**src/rtl/accel_pkg.sv**
```systemverilog
// Shared widths and state encoding for the multiplier, accumulator and write-back stages.
// Keeping them in one place lets the stages agree on product/accumulator/activation sizes.
package accel_pkg;

  localparam int PROD_W  = 32;
  localparam int ACC_W   = 32;
  localparam int ACT_W   = 8;
  localparam int SHIFT_W = 5;
  localparam int CNT_W   = 16;

  typedef enum logic [1:0] {
    IDLE = 2'd0,
    ACC  = 2'd1,
    OUT  = 2'd2
  } state_t;

endpackage

```
**src/rtl/mac_accumulator_requant_sat.sv**
```systemverilog
// requant_sat: combinational ReLU, round-half-up arithmetic right shift and signed saturation.
// Zero latency; no flow control, the caller decides when the result is captured.
module requant_sat #(
  parameter int ACC_W   = 32,
  parameter int OUT_W   = 8,
  parameter int SHIFT_W = 5
) (
  input  logic [ACC_W-1:0]   acc_i,
  input  logic               relu_i,
  input  logic [SHIFT_W-1:0] shift_i,
  output logic [OUT_W-1:0]   q_o
);

  localparam logic signed [ACC_W:0] Q_MAX = {{(ACC_W+2-OUT_W){1'b0}}, {(OUT_W-1){1'b1}}};
  localparam logic signed [ACC_W:0] Q_MIN = {{(ACC_W+2-OUT_W){1'b1}}, {(OUT_W-1){1'b0}}};
  localparam logic [ACC_W:0]        ONE   = {{ACC_W{1'b0}}, 1'b1};

  logic [ACC_W-1:0]        relu_v;
  logic signed [ACC_W:0]   v_ext;
  logic signed [ACC_W:0]   rnd;
  logic signed [ACC_W:0]   shd;

  // One guard bit keeps v + 2^(shift-1) from wrapping near the positive limit.
  always_comb begin
    relu_v = (relu_i && acc_i[ACC_W-1]) ? '0 : acc_i;
    v_ext  = {relu_v[ACC_W-1], relu_v};
    rnd    = v_ext;
    shd    = v_ext;
    if (shift_i != '0) begin
      rnd = v_ext + $signed(ONE << (shift_i - SHIFT_W'(1)));
      shd = rnd >>> shift_i;
    end
    if (shd > Q_MAX) begin
      q_o = Q_MAX[OUT_W-1:0];
    end else if (shd < Q_MIN) begin
      q_o = Q_MIN[OUT_W-1:0];
    end else begin
      q_o = shd[OUT_W-1:0];
    end
  end

endmodule

```
**src/rtl/mac_accumulator.sv**
```systemverilog
// Accumulates one window of signed products on a bias, then emits requantized int8 + raw acc.
// Result one cycle after the last beat; holds output until out_ready, input stalled meanwhile.
module mac_accumulator
  import accel_pkg::*;
#(
  parameter int IN_W    = accel_pkg::PROD_W,
  parameter int ACC_W   = accel_pkg::ACC_W,
  parameter int OUT_W   = accel_pkg::ACT_W,
  parameter int SHIFT_W = accel_pkg::SHIFT_W,
  parameter int CNT_W   = accel_pkg::CNT_W
) (
  input  logic               clk,
  input  logic               rst_n,
  input  logic               clear,
  input  logic               in_valid,
  output logic               in_ready,
  input  logic [IN_W-1:0]    in_data,
  input  logic               in_last,
  input  logic [ACC_W-1:0]   bias,
  input  logic               cfg_relu,
  input  logic [SHIFT_W-1:0] cfg_shift,
  output logic               out_valid,
  input  logic               out_ready,
  output logic [OUT_W-1:0]   out_data,
  output logic [ACC_W-1:0]   out_acc,
  output logic [CNT_W-1:0]   out_cnt,
  output logic               out_sat
);

  localparam logic [ACC_W-1:0] ACC_MAX = {1'b0, {(ACC_W-1){1'b1}}};
  localparam logic [ACC_W-1:0] ACC_MIN = {1'b1, {(ACC_W-1){1'b0}}};

  state_t             state_q;
  logic [ACC_W-1:0]   acc_q;
  logic [CNT_W-1:0]   cnt_q;
  logic               sat_q;
  logic               relu_q;
  logic [SHIFT_W-1:0] shift_q;

  logic               first;
  logic               beat_fire;
  logic [ACC_W-1:0]   acc_base;
  logic signed [ACC_W:0] sum_ext;
  logic               ovf;
  logic [ACC_W-1:0]   acc_d;
  logic [CNT_W-1:0]   cnt_d;
  logic               sat_d;
  logic               relu_d;
  logic [SHIFT_W-1:0] shift_d;
  logic [OUT_W-1:0]   q_d;

  assign in_ready  = (state_q != OUT);
  assign first     = (state_q == IDLE);
  assign beat_fire = in_valid & in_ready;

  // The first beat of a window starts from the bias and uses the live config inputs.
  always_comb begin
    acc_base = first ? bias : acc_q;
    sum_ext  = $signed({acc_base[ACC_W-1], acc_base})
             + $signed({{(ACC_W+1-IN_W){in_data[IN_W-1]}}, in_data});
    ovf      = sum_ext[ACC_W] ^ sum_ext[ACC_W-1];
    acc_d    = sum_ext[ACC_W-1:0];
    if (ovf) begin
      acc_d = sum_ext[ACC_W] ? ACC_MIN : ACC_MAX;
    end
    sat_d    = ovf | (first ? 1'b0 : sat_q);
    cnt_d    = CNT_W'(1);
    if (!first) begin
      cnt_d = (&cnt_q) ? cnt_q : cnt_q + CNT_W'(1);
    end
    relu_d   = first ? cfg_relu  : relu_q;
    shift_d  = first ? cfg_shift : shift_q;
  end

  requant_sat #(
    .ACC_W   (ACC_W),
    .OUT_W   (OUT_W),
    .SHIFT_W (SHIFT_W)
  ) u_requant (
    .acc_i   (acc_d),
    .relu_i  (relu_d),
    .shift_i (shift_d),
    .q_o     (q_d)
  );

  always_ff @(posedge clk or negedge rst_n) begin
    if (!rst_n) begin
      state_q   <= IDLE;
      acc_q     <= '0;
      cnt_q     <= '0;
      sat_q     <= 1'b0;
      relu_q    <= 1'b0;
      shift_q   <= '0;
      out_valid <= 1'b0;
      out_data  <= '0;
      out_acc   <= '0;
      out_cnt   <= '0;
      out_sat   <= 1'b0;
    end else if (clear) begin
      state_q   <= IDLE;
      acc_q     <= '0;
      cnt_q     <= '0;
      sat_q     <= 1'b0;
      out_valid <= 1'b0;
    end else begin
      case (state_q)
        IDLE, ACC: begin
          if (beat_fire) begin
            acc_q   <= acc_d;
            cnt_q   <= cnt_d;
            sat_q   <= sat_d;
            relu_q  <= relu_d;
            shift_q <= shift_d;
            if (in_last) begin
              state_q   <= OUT;
              out_valid <= 1'b1;
              out_data  <= q_d;
              out_acc   <= acc_d;
              out_cnt   <= cnt_d;
              out_sat   <= sat_d;
            end else begin
              state_q <= ACC;
            end
          end
        end
        OUT: begin
          if (out_ready) begin
            state_q   <= IDLE;
            out_valid <= 1'b0;
            acc_q     <= '0;
            cnt_q     <= '0;
            sat_q     <= 1'b0;
          end
        end
        default: begin
          state_q   <= IDLE;
          out_valid <= 1'b0;
        end
      endcase
    end
  end

endmodule

```
**config.mk**
```make
export PLATFORM = sky130hd
export DESIGN_NAME = mac_accumulator
export DESIGN_NICKNAME = d
export VERILOG_FILES = /design/src/rtl/accel_pkg.sv /design/src/rtl/mac_accumulator_requant_sat.sv /design/src/rtl/mac_accumulator.sv
export SDC_FILE = /design/constraint.sdc
export NUM_CORES = 1
export LEC_CHECK = 0
export CAP_MARGIN = 20
export CORE_ASPECT_RATIO = 1.5
export CORE_UTILIZATION = 50
export DETAILED_ROUTE_END_ITERATION = 6
export GPL_ROUTABILITY_DRIVEN = 0
export MAX_ROUTING_LAYER = met4
export PLACE_DENSITY = 0.75
export SYNTH_ARGS = -nofsm -noshare
export SYNTH_HDL_FRONTEND = slang
export SYNTH_SLANG_ARGS = --single-unit
export TNS_END_PERCENT = 100
```
**constraint.sdc**
```tcl
create_clock -name clk -period 8.8 [get_ports clk]
set_input_delay 1.32 -clock clk [delete_from_list [all_inputs] [get_ports clk]]
set_output_delay 1.32 -clock clk [all_outputs]
set_load 0.005 [all_outputs]
```
==> metrics.md <==
| Metric | Value |
|---|---|
| Status | `finished, final reports clean` |
| Post-synthesis sequential area ratio | `0.224` |
| Number of global-route vias before repair | `approximately 16000` |
| Yosys warnings | `0` |
| Syn-to-layout area delta | `30.4%` |
| Setup Skew | `0.0140 ns` |
| Maximum VDD drop | `around 0.00014 V` |
| Final cell utilization of the core | `0.665` |
| Min Clock Period, post-route | `8.59 ns` |
| Count of flip-flops with a built-in enable after synthesis | `0` |
| Pre-antenna DRT Iters | `6` |
| FILL cells | `approximately 2200` |
| Tot GR Track Use | `0.429` |
| Post-Synth Simple-Gate Area | `0.250` |
| Root buf cell | `clkbuf_16` |
| Final Cell Area | `about 17000 sq um` |
| Setup_tns | `0 ns` |
| Power per cell area | `250 nW/um^2` |
| Yosys cell types | `89` |
| Hold crit path type | `reg2reg` |
| Initial antenna violation count | `1` |
| Core Box Area | `25100 sq um` |
| Final worst slack | `0.215 ns` |
| Fmax | `0.116 GHz` |
| Met2 WL | `25.1 mm` |
| Compound-Gate Fraction of Synth Area | `0.319` |
| CTS Buf Count | `17` |
| Post-DP HPWL | `41.3 mm` |
| Crit Path Max Fanout | `10` |
| Commonest non-fill, non-tap cell in the layout | `buf_4` |
| Synth Register Bits | `between 100 and 150` |
| Post-synthesis mux area share | `0.0610` |
| Setup WS pre-CTS | `-0.275 ns` |
| Clock buffer depth | `2` |
| Antenna-violating nets left | `0` |
| Clock Sinks | `115` |
| Commonest cells after routing, fill and taps aside | `buf_4 (233), nand2_1 (221), nor2_1 (215)` |
| Period utilisation layout | `0.976` |
| Total power | `4.18 mW` |
| Critical Path Start Type | `input pin` |
| Synth Flop Type | `dfrtp_1` |
| Synth Cell Area | `about 13000 sq um` |
| DRC Markers | `0` |
| Wire per inst | `22.8 um` |
| Wl on met1 | `18.3 mm` |
| Async SR Flop Fraction | `1.00` |
| Post-DR vias/cell | `6.77` |
| Global-route wire length before repair | `about 85 mm` |
| Critical path class | `in2reg` |
| Die Y | `198 um` |
| DR iter-0 viols | `roughly 1700` |
| Post-Synth Adder-Cell Area | `0.0665` |
| Critical Path RT | `9.13 ns` |
| Mapped Cells | `1757` |
| Largest net degree at the start of global routing | `84` |
| Vias | `16100` |
| Largest family of logic cells by synthesized area | `compound AO/OA/AOI/OAI gates` |
| CTS tree | `yes` |
| CP Capture Type | `flip-flop` |
| Setup violators final | `0` |
| Slew Limit Fails | `0` |
| Fin. Hold Viols | `0` |
| Worst slew margin | `0.252` |
| Worst-margin pin slew | `approximately 1.1 ns` |
| Full die area | `26300 sq um` |
| Congestion Overflow GR | `0` |
| Max_cap viols | `0` |
| Share of cells above drive strength 1 | `0.185` |
| Mean post-synth cell area | `between 7 and 8 sq um` |
| WP data arrival | `8.91 ns` |
| Io pins | `about 140` |
| Final nets | `2181` |
| Top sig layer | `met4` |
| Synth Area in XOR/XNOR | `0.0401` |
| Syn nets | `1900` |
| Clock transition at path regs | `~0.06 ns` |
| # rows | `71` |
| Clk_lat worst skew | `between 0.4 and 0.5 ns` |
| R2r setup slk | `0.60 ns` |
| Placement Cell Area | `approximately 16000 sq um` |
| Buffers on Ports | `134` |
| Initial Util | `0.510` |
| P_leak | `between 7 and 8 nW` |
| WL met3 | `around 5.4 mm` |
| CTS H-tree lvls | `4` |
| Die W | `133 um` |
| Final WL | `54.2 mm` |
through the flow:
step | hold slack [ns] | std cells
after floorplan | 0.446 | 1757
after detailed placement | 0.469 | 2344
after global routing | 0.503 | 2380
after CTS | 0.482 | 2376
final | 0.479 | 2380
after global placement | 0.458 | 2344
cells by family after synthesis:
family | after synthesis
AND/OR/NAND/NOR | 692
AO/OA/AOI/OAI | 627
XOR/XNOR | 57
buffers and inverters | 127
adder cells (fa/ha/maj) | 67
multiplexers | 72
flip-flops | 115
worst max-delay path, stage by stage:
cell and delay [ns]:
clkdlybuf4s50_1 0.43, mux2_2 0.27, ha_1 0.36, a21o_1 0.20, a221o_1 0.39, a211oi_4 0.32
a2111oi_4 0.13, nor3b_2 0.25, nor3_2 0.10, or2_2 0.42, o21ai_0 0.42, nor2_1 0.20
ha_1 0.34, buf_4 0.12, nand2_1 0.10, nor4_1 0.34, a22oi_2 0.18, buf_4 0.20
a211oi_1 0.35, nor3b_2 0.13, or3b_1 0.40, o2bb2ai_1 0.29, mux2_2 0.41, o211ai_1 0.28
nand3_1 0.14, nor4_2 0.26, a31oi_2 0.22, o32ai_1 0.32
layout make-up:
type | instances | area [sq um] | area share
Timing Repair Buffer | 368 | 3130 | 0.187
Multi-Input combinational cell | 1515 | 9650 | 0.577
Sequential cell | 115 | 2880 | 0.172
Antenna cell | 1 | 2.50 | 0.000150
Tap cell | 328 | 410 | 0.0245
Clock buffer | 19 | 453 | 0.0271
Inverter | 21 | 78.8 | 0.00471
Clock inverter | 13 | 125 | 0.00748
per-layer routing:
metal,global-route usage,up-vias
met5,-,-
met4,0.369,0
met3,0.110,450
met2,0.690,1138
met1,0.434,7388
li1,-,7142
Yosys cell counts (7+ instances only):
cell	count	share of area
a2111oi_0	10	0.0068
a211o_1	10	0.0068
a211oi_1	29	0.017
a21o_1	33	0.019
a21oi_1	115	0.045
a22o_1	12	0.0082
a22oi_1	9	0.0053
a31o_2	7	0.0048
a31oi_1	29	0.014
and2_1	17	0.0083
and3_1	23	0.011
and4_1	9	0.0061
buf_1	14	0.0041
buf_2	11	0.0043
clkbuf_1	79	0.023
dfrtp_1	115	0.22
ha_1	65	0.063
inv_1	21	0.0061
mux2_2	49	0.043
mux2i_1	23	0.018
nand2_1	222	0.065
nand2b_1	8	0.0039
nand3_1	47	0.018
nand4_1	28	0.014
nor2_1	222	0.065
nor3_1	42	0.016
nor4_1	14	0.0068
o211ai_1	43	0.025
o21a_1	18	0.011
o21ai_0	192	0.075
o221ai_1	7	0.0048
o22ai_1	18	0.0088
o31ai_1	14	0.0082
or3_1	19	0.0093
xnor2_1	33	0.023
xor2_1	22	0.015
registers in the layout, indices dropped and copies added (netlist names), 2 cells and up:
| signal | count |
|---|---|
| state_q | 2 |
| cnt_q | 16 |
| shift_q | 5 |
| acc_q | 32 |
| out_cnt | 16 |
| out_data | 8 |
| out_acc | 32 |
power by group:
group | total, mW | leakage (nW) | switching (mW) | internal (mW)
Combinational | 2.81 | 5.45 | 1.66 | 1.14
Clock | 0.682 | 0.281 | 0.275 | 0.407
Sequential | 0.690 | 1.46 | 0.0677 | 0.623
Total | 4.18 | 7.20 | 2.01 | 2.17
worst paths after layout:
kind	from	to	depth (start not counted)
setup / recovery	bias[13]	out_data[1]	28
hold / removal	out_acc[31]	out_acc[31]	2
setup reg to reg	state_q[0]	out_data[1]	28
hold reg to reg	out_acc[31]	out_acc[31]	2
max in group asynchronous	rst_n	out_cnt[14]	3
min in group asynchronous	rst_n	acc_q[21]	1
repair_timing:
action                     in CTS  in global routing
setup endpoints to repair       0                  7
buffers inserted                0                  1
hold buffers                    0                  0
gates resized for setup         0                 46
hold endpoints to repair        0                  0
Note: power is estimated with default switching activity, not from simulation.
